<file path="src/rtl/count_mon_pkg.sv">
// count_mon_pkg: state encoding and default widths shared by the count sequence monitor.
package count_mon_pkg;
    typedef enum logic [1:0] {
        ST_IDLE  = 2'd0,
        ST_TRACK = 2'd1,
        ST_FAULT = 2'd2
    } state_t;
    localparam int DEF_WIDTH  = 4;
    localparam int DEF_WRAP_W = 8;
endpackage

</file>
<file path="src/rtl/sat_counter.sv">
// sat_counter: up counter that sticks at its maximum value; reset > clr > inc.
module sat_counter #(
    parameter int W = 8
) (
    input  logic         clk,
    input  logic         reset,
    input  logic         clr,
    input  logic         inc,
    output logic [W-1:0] q
);
    always_ff @(posedge clk) begin
        if (reset || clr) q <= '0;
        else if (inc && !(&q)) q <= q + 1'b1;
    end
endmodule

</file>
<file path="src/rtl/count_seq_monitor.sv">
// count_seq_monitor: checks that a sampled counter advances by exactly one each valid cycle,
// latching the first violation and counting clean wrap-arounds.
module count_seq_monitor
    import count_mon_pkg::*;
#(
    parameter int WIDTH  = DEF_WIDTH,
    parameter int WRAP_W = DEF_WRAP_W
) (
    input  logic              clk,
    input  logic              reset,
    input  logic              count_valid,
    input  logic [WIDTH-1:0]  count_in,
    input  logic              clear,
    output logic              wrap_pulse,
    output logic [WRAP_W-1:0] wrap_count,
    output logic              err,
    output logic [WIDTH-1:0]  err_expected,
    output logic [WIDTH-1:0]  err_actual,
    output logic [1:0]        state
);
    state_t           r_state, w_next;
    logic [WIDTH-1:0] r_prev, w_expected;
    logic             r_wrap_pulse, r_err, w_load, w_wrap, w_fault;
    logic [WIDTH-1:0] r_err_exp, r_err_act;
    always_comb begin
        w_next     = ST_IDLE;
        w_load     = 1'b0;
        w_wrap     = 1'b0;
        w_fault    = 1'b0;
        w_expected = r_prev + 1'b1;
        case (r_state)
            ST_IDLE: begin
                w_next = count_valid ? ST_TRACK : ST_IDLE;
                w_load = count_valid;
            end
            ST_TRACK: begin
                if (count_valid && count_in == w_expected) begin
                    w_next = ST_TRACK;
                    w_load = 1'b1;
                    w_wrap = &r_prev;
                end else if (count_valid) begin
                    w_next  = ST_FAULT;
                    w_fault = 1'b1;
                end
            end
            ST_FAULT: w_next = ST_FAULT;
            default:  w_next = ST_IDLE;
        endcase
    end
    // prev survives clear; IDLE reloads it on the next valid sample anyway
    always_ff @(posedge clk) begin
        if (reset) begin
            r_state      <= ST_IDLE;
            r_prev       <= '0;
            r_wrap_pulse <= 1'b0;
            r_err        <= 1'b0;
            r_err_exp    <= '0;
            r_err_act    <= '0;
        end else if (clear) begin
            r_state      <= ST_IDLE;
            r_wrap_pulse <= 1'b0;
            r_err        <= 1'b0;
            r_err_exp    <= '0;
            r_err_act    <= '0;
        end else begin
            r_state      <= w_next;
            r_wrap_pulse <= w_wrap;
            if (w_load) r_prev <= count_in;
            if (w_fault) begin
                r_err     <= 1'b1;
                r_err_exp <= w_expected;
                r_err_act <= count_in;
            end
        end
    end
    sat_counter #(.W(WRAP_W)) u_wraps (
        .clk   (clk),
        .reset (reset),
        .clr   (clear),
        .inc   (w_wrap),
        .q     (wrap_count)
    );
    assign wrap_pulse   = r_wrap_pulse;
    assign err          = r_err;
    assign err_expected = r_err_exp;
    assign err_actual   = r_err_act;
    assign state        = r_state;
endmodule

</file>
<file path="config.mk">
export PLATFORM = sky130hd
export DESIGN_NAME = count_seq_monitor
export DESIGN_NICKNAME = d
export VERILOG_FILES = /design/src/rtl/count_mon_pkg.sv /design/src/rtl/sat_counter.sv /design/src/rtl/count_seq_monitor.sv
export SDC_FILE = /design/constraint.sdc
export NUM_CORES = 1
export LEC_CHECK = 0
export CORE_MARGIN = 5
export CORE_UTILIZATION = 50
export DETAILED_ROUTE_END_ITERATION = 10
export PLACE_DENSITY = 0.88
export SLEW_MARGIN = 15
export SYNTH_ARGS = -nofsm -noshare
export SYNTH_HDL_FRONTEND = slang
export SYNTH_HIERARCHICAL = 1
export SYNTH_SLANG_ARGS = --single-unit
</file>
<file path="constraint.sdc">
create_clock -name clk -period 4.2 [get_ports clk]
set_clock_uncertainty 0.15 [all_clocks]
set_input_delay 0.63 -clock clk [delete_from_list [all_inputs] [get_ports clk]]
set_output_delay 0.63 -clock clk [all_outputs]
set_load 0.005 [all_outputs]
</file>
======== Word level (Yosys, flattened, before mapping) ========
Index checks and enable logic that the tools add are counted.
word-level totals
  bits of input ports ..................... 8
  word-level logic and storage cells ...... 33
  register bits after elaboration ......... 24
  output and inout port bits .............. 20
operators by class
  muxes and demuxes ....................... 11
  bitwise logic cells ..................... 1
  reductions and logical operators ........ 9
  equal/unequal tests ..................... 3
  $add $sub $neg .......................... 2
operator list
  kind                   count
  $add A8 B1 Y8 const B  1
  $reduce_and A8 Y1      1
  $mux W1                7
  $pmux W2 S3            1
  $add A4 B1 Y4 const B  1
  $eq A4 B4 Y1           1
  $mux W2                2
  $reduce_and A4 Y1      1
  $eq A2 B1 Y1 const B   1
  $eq A2 B2 Y1 const B   1
  $logic_and A1 B1 Y1    2
  $logic_not A2 Y1       1
  $pmux W1 S2            1
  $reduce_and A2 Y1      1
  $reduce_or A2 Y1       1
  $logic_not A1 Y1       1
  $logic_or A1 B1 Y1     1
  $not A1 Y1             1

======== Longest topological paths before layout ========
  word-level depth ........................ 6
  depth in mapped cells ................... 8
  mapped depth without buffers ............ 8

======== By module ========
The synthesis kept the hierarchy.
by module, submodules not included
  module             times used  cells each  sequential area each (um^2)  area an instance (um^2)
  count_seq_monitor  1           78          320.3                        767.0
  sat_counter        1           44          160.2                        420.4

======== Least setup slack after synthesis ========
OpenSTA, ideal clock, no wires.
  path kind ............................... input to register
  start ................................... in count_in[2]
  end ..................................... reg u_wraps.q[5]
  stages .................................. 7
  path buffers ............................ 0
  setup time .............................. 0.072 ns
  arrival ................................. 2.389 ns
  required time ........................... 3.978 ns
  slack ................................... 1.589 ns
  cells stage by stage .................... xor3_1 nor3_2 nand2_2 nor3_1 nand4_2 a211oi_1 mux2i_1
between the ends
  word-level cells in the longest chain between the ends .. 5
RTL lines
  element               RTL line                 source
  start, declared       count_seq_monitor.sv:12  input logic [WIDTH-1:0] count_in,
  $eq A4 B4 Y1          count_seq_monitor.sv:37  if (count_valid && count_in == w_expected) begin
  $logic_and A1 B1 Y1   count_seq_monitor.sv:37
  $mux W1               count_seq_monitor.sv:37
  $mux W1               count_seq_monitor.sv:31  case (r_state)
  net w_wrap            count_seq_monitor.sv:23  logic r_wrap_pulse, r_err, w_load, w_wrap, w_fault;
  $logic_and A1 B1 Y1   sat_counter.sv:13        else if (inc && !(&q)) q <= q + 1'b1;
  end signal, assigned  sat_counter.sv:13
  end, declared         sat_counter.sv:9         output logic [W-1:0] q
The timed path passes the listed nets, and every way through them passes these cells.
A chain may end at the register's enable or synchronous reset.

======== Worst setup path in the final report ========
Ends and elaborated chain as after synthesis.

==> flow_summary.json <==
{
  "async_flop_share_pct": 0,
  "ys.flop_type": "dfxtp_1",
  "r2r-end": "u_wraps/q[5]$_SDFFE_PP0P_",
  "die_x_um": 58.73,
  "cts-buffers-inserted": 3,
  "wirelength_mm": 2.669,
  "place.gp.congestion": 0.8296,
  "worst_slew_pin_slew_ps": 575.8,
  "path_class": "in -> reg",
  "r2r_slack_ps": 1300,
  "n_antenna_cell": 0,
  "yosys_warnings": 6,
  "cts-resized-gates": 0,
  "fp.dieH_um": 58.73,
  "synth_nets": 132,
  "cp-start-kind": "primary input",
  "rows": 17,
  "whs_endpoint": "err_expected[1]$_SDFFE_PP0P_",
  "grt.total_usage_pct": 15.85,
  "wl_per_cell_um": 14.83,
  "hp-start": "err_expected[1]$_SDFFE_PP0P_",
  "period_share_pct": 74.54,
  "post_cts_buffers": 0,
  "setup.worst_path.end_class": "flop",
  "vias": 1002,
  "final_nets": 163,
  "fin_tns_setup_ps": 0,
  "min_path_cells": 2,
  "rsz0062_at_grt": "no",
  "fmax_ghz": 0.3194,
  "postRouteAntennaNets": 0,
  "syn_area_sq_mm": 0.001187,
  "drv_cap": 0,
  "grt_pass1_vias": 958,
  "min_path_type": "reg -> reg",
  "crit_path_max_fanout": 5,
  "root_buffer": "clkbuf_4",
  "hpwl_mm": 1.972,
  "register_area_sq_um": 480.5,
  "drc": 0,
  "antenna_found_initial": 0,
  "initial_core_util_pct": 53.17,
  "crit_required_ps": 4300,
  "seq_area_frac_synth_pct": 40.46,
  "setup_violations": 0,
  "cts_tree": "yes",
  "avgSynthCellArea_sq_um": 9.733,
  "cp_slowest_stage_delay_ps": 550,
  "critPathArrivalTime_ps": 3230,
  "ys_seq_elements": 24,
  "cts_hold_buffers": 0,
  "core_sq_mm": 0.002233,
  "drt-pass1-iter-count": 4,
  "clkLatencyLatePin_ps": 310,
  "area_delta_synth_final_pct": 30.03,
  "multi_input_area_sq_um": 686.9,
  "io_pins": 28,
  "cts_htree_levels": 1,
  "p_leak_nw": 0.5456,
  "relSlewSlack_pct": 61.32,
  "drtIter0Drc": 36,
  "die_area_sq_mm": 0.003449,
  "synth_cell_types": 39,
  "worstPathCellList": "clkdlybuf4s50_1, xor3_1, nor3_2, nand2_2, nor3_1, nand4_2, a211oi_1, mux2i_1",
  "grt_pass1_wl_mm": 4.236,
  "syn_inst": 122,
  "cp_slowest_cell": "clkdlybuf4s50_1",
  "grt_max_degree": 15,
  "clk_pin_slew_worst_paths_ps": 130,
  "nFillCells": 172,
  "port-buffer-count": 27,
  "peakVddDrop_v": 0.0002908,
  "status": "finished clean",
  "power.density_mw_per_mm2": 289.2,
  "rr_startpoint": "r_prev[0]$_SDFFE_PP0P_",
  "final_core_util_pct": 69.13,
  "startpoint": "count_in[2]",
  "setup_slack_ps": 1069,
  "vias_per_cell": 5.567,
  "hold_violations": 0,
  "cts_sinks": 24,
  "pre_cts_slack_ps": 799.9,
  "max-clock-path-buffers": 2,
  "drv_slew": 0,
  "fin_crit_ps": 3131,
  "placed_cells": 176,
  "final_cells": 180,
  "r2r_cells": 8,
  "drive_gt1_share_pct": 9.868,
  "total_power_uw": 446.5,
  "globalRouteOverflowTotal": 0,
  "synth-edff-count": 0
}
==> sequential cells by signal, indices dropped and copies added, names as in the netlist <==
signal and flops:
u_wraps/q 8, wrap_pulse 1, err 1, state 2, err_expected 4, err_actual 4, r_prev 4
==> how the worst max path moves through the flow <==
stage | endpoint | slack [ps] | cells after the start
floorplan | u_wraps/q[5]$_SDFFE_PP0P_ | 1590 | 7
global placement | u_wraps/q[5]$_SDFFE_PP0P_ | 930 | 8
detailed placement | u_wraps/q[5]$_SDFFE_PP0P_ | 800 | 8
CTS | u_wraps/q[5]$_SDFFE_PP0P_ | 1130 | 8
global route | u_wraps/q[5]$_SDFFE_PP0P_ | 840 | 8
finish | u_wraps/q[5]$_SDFFE_PP0P_ | 1070 | 8
==> power breakdown <==
group / switching [mW] / internal [mW] / total (mW)
logic: 0.0225 / 0.0228 / 0.0453
registers: 0.00411 / 0.231 / 0.235
clock network: 0.0696 / 0.0965 / 0.166
total: 0.0962 / 0.350 / 0.446
==> critical path, delay by kind of cell <==
family / cells / cell delay (ps)
AND/OR/NAND/NOR: 4 / 1150
buffers and inverters: 1 / 550
XOR/XNOR: 1 / 350
AO/OA/AOI/OAI: 1 / 330
multiplexers: 1 / 210
==> through the flow <==
| stage | instance area, sq um | hold WS, ps |
|---|---|---|
| CTS | 1544 | 366.8 |
| finish | 1544 | 364.6 |
| floorplan | 1187 | 315.0 |
| global route | 1544 | 386.3 |
| detailed placement | 1491 | 338.7 |
| global placement | 1491 | 301.3 |
==> cell usage in the layout, fill, tap and decap left out, types with 2 or more instances in the layout <==
master	synthesis	final
ha_1	2	2
nor2_1	12	12
a31oi_1	2	2
dfxtp_1	24	24
o21ai_0	2	2
and3_1	2	2
a21oi_1	4	4
clkbuf_4	0	3
or3_1	2	2
nor2b_1	4	4
nand2_1	7	7
inv_1	3	3
nand3_1	3	3
clkdlybuf4s50_1	0	27
a211oi_1	3	3
mux2i_1	13	13
xor2_1	3	3
nor4_1	2	2
nand4_1	2	2
xnor2_1	3	3
nand2b_1	9	9
==> cell type report <==
cell class | instances | area share (%)
clock buffer | 3 | 1.459
multi-input combinational | 93 | 44.49
tap | 28 | 2.269
sequential | 24 | 31.12
clock inverter | 1 | 1.945
inverter | 3 | 0.7293
timing repair buffer | 28 | 17.99
==> cell families (layout without fill, tap and decap cells) <==
kind of cell | count (synthesis) | after routing | share of synthesized area [%]
and+or+nand+nor | 52 | 52 | 24.66
DFF | 24 | 24 | 40.46
AOI/OAI and AO/OA | 19 | 19 | 13.70
muxes | 13 | 13 | 10.96
xor gates and xnor gates | 7 | 7 | 6.428
buffers and inverters | 5 | 35 | 1.685
adders and majority gates | 2 | 2 | 2.107
==> synth_stat cells (2+ instances only) <==
library cell / n / share of area, %
nor2_1: 12 / 3.8
nand4_1: 2 / 1.1
xor2_1: 3 / 2.2
a21oi_1: 4 / 1.7
or3_1: 2 / 1.1
xnor2_1: 3 / 2.2
nor4_1: 2 / 1.1
nand2_1: 7 / 2.2
a31oi_1: 2 / 1.1
ha_1: 2 / 2.1
nor2b_1: 4 / 2.1
and3_1: 2 / 1.1
mux2i_1: 13 / 11
nand2b_1: 9 / 4.7
nand3_1: 3 / 1.3
inv_1: 3 / 0.95
a211oi_1: 3 / 1.9
o21ai_0: 2 / 0.84
dfxtp_1: 24 / 40
==> per-layer routing <==
metal | track usage [%] | vias up | share of wire (%)
met3 | 4.386 | 2 | 4.1
li1 | - | 499 | -
met4 | 4.854 | 0 | 0.79
met5 | 0 | - | 0
met1 | 20.24 | 484 | 47
met2 | 25.87 | 17 | 49
No activity file was read; power rests on OpenSTA's default activity.
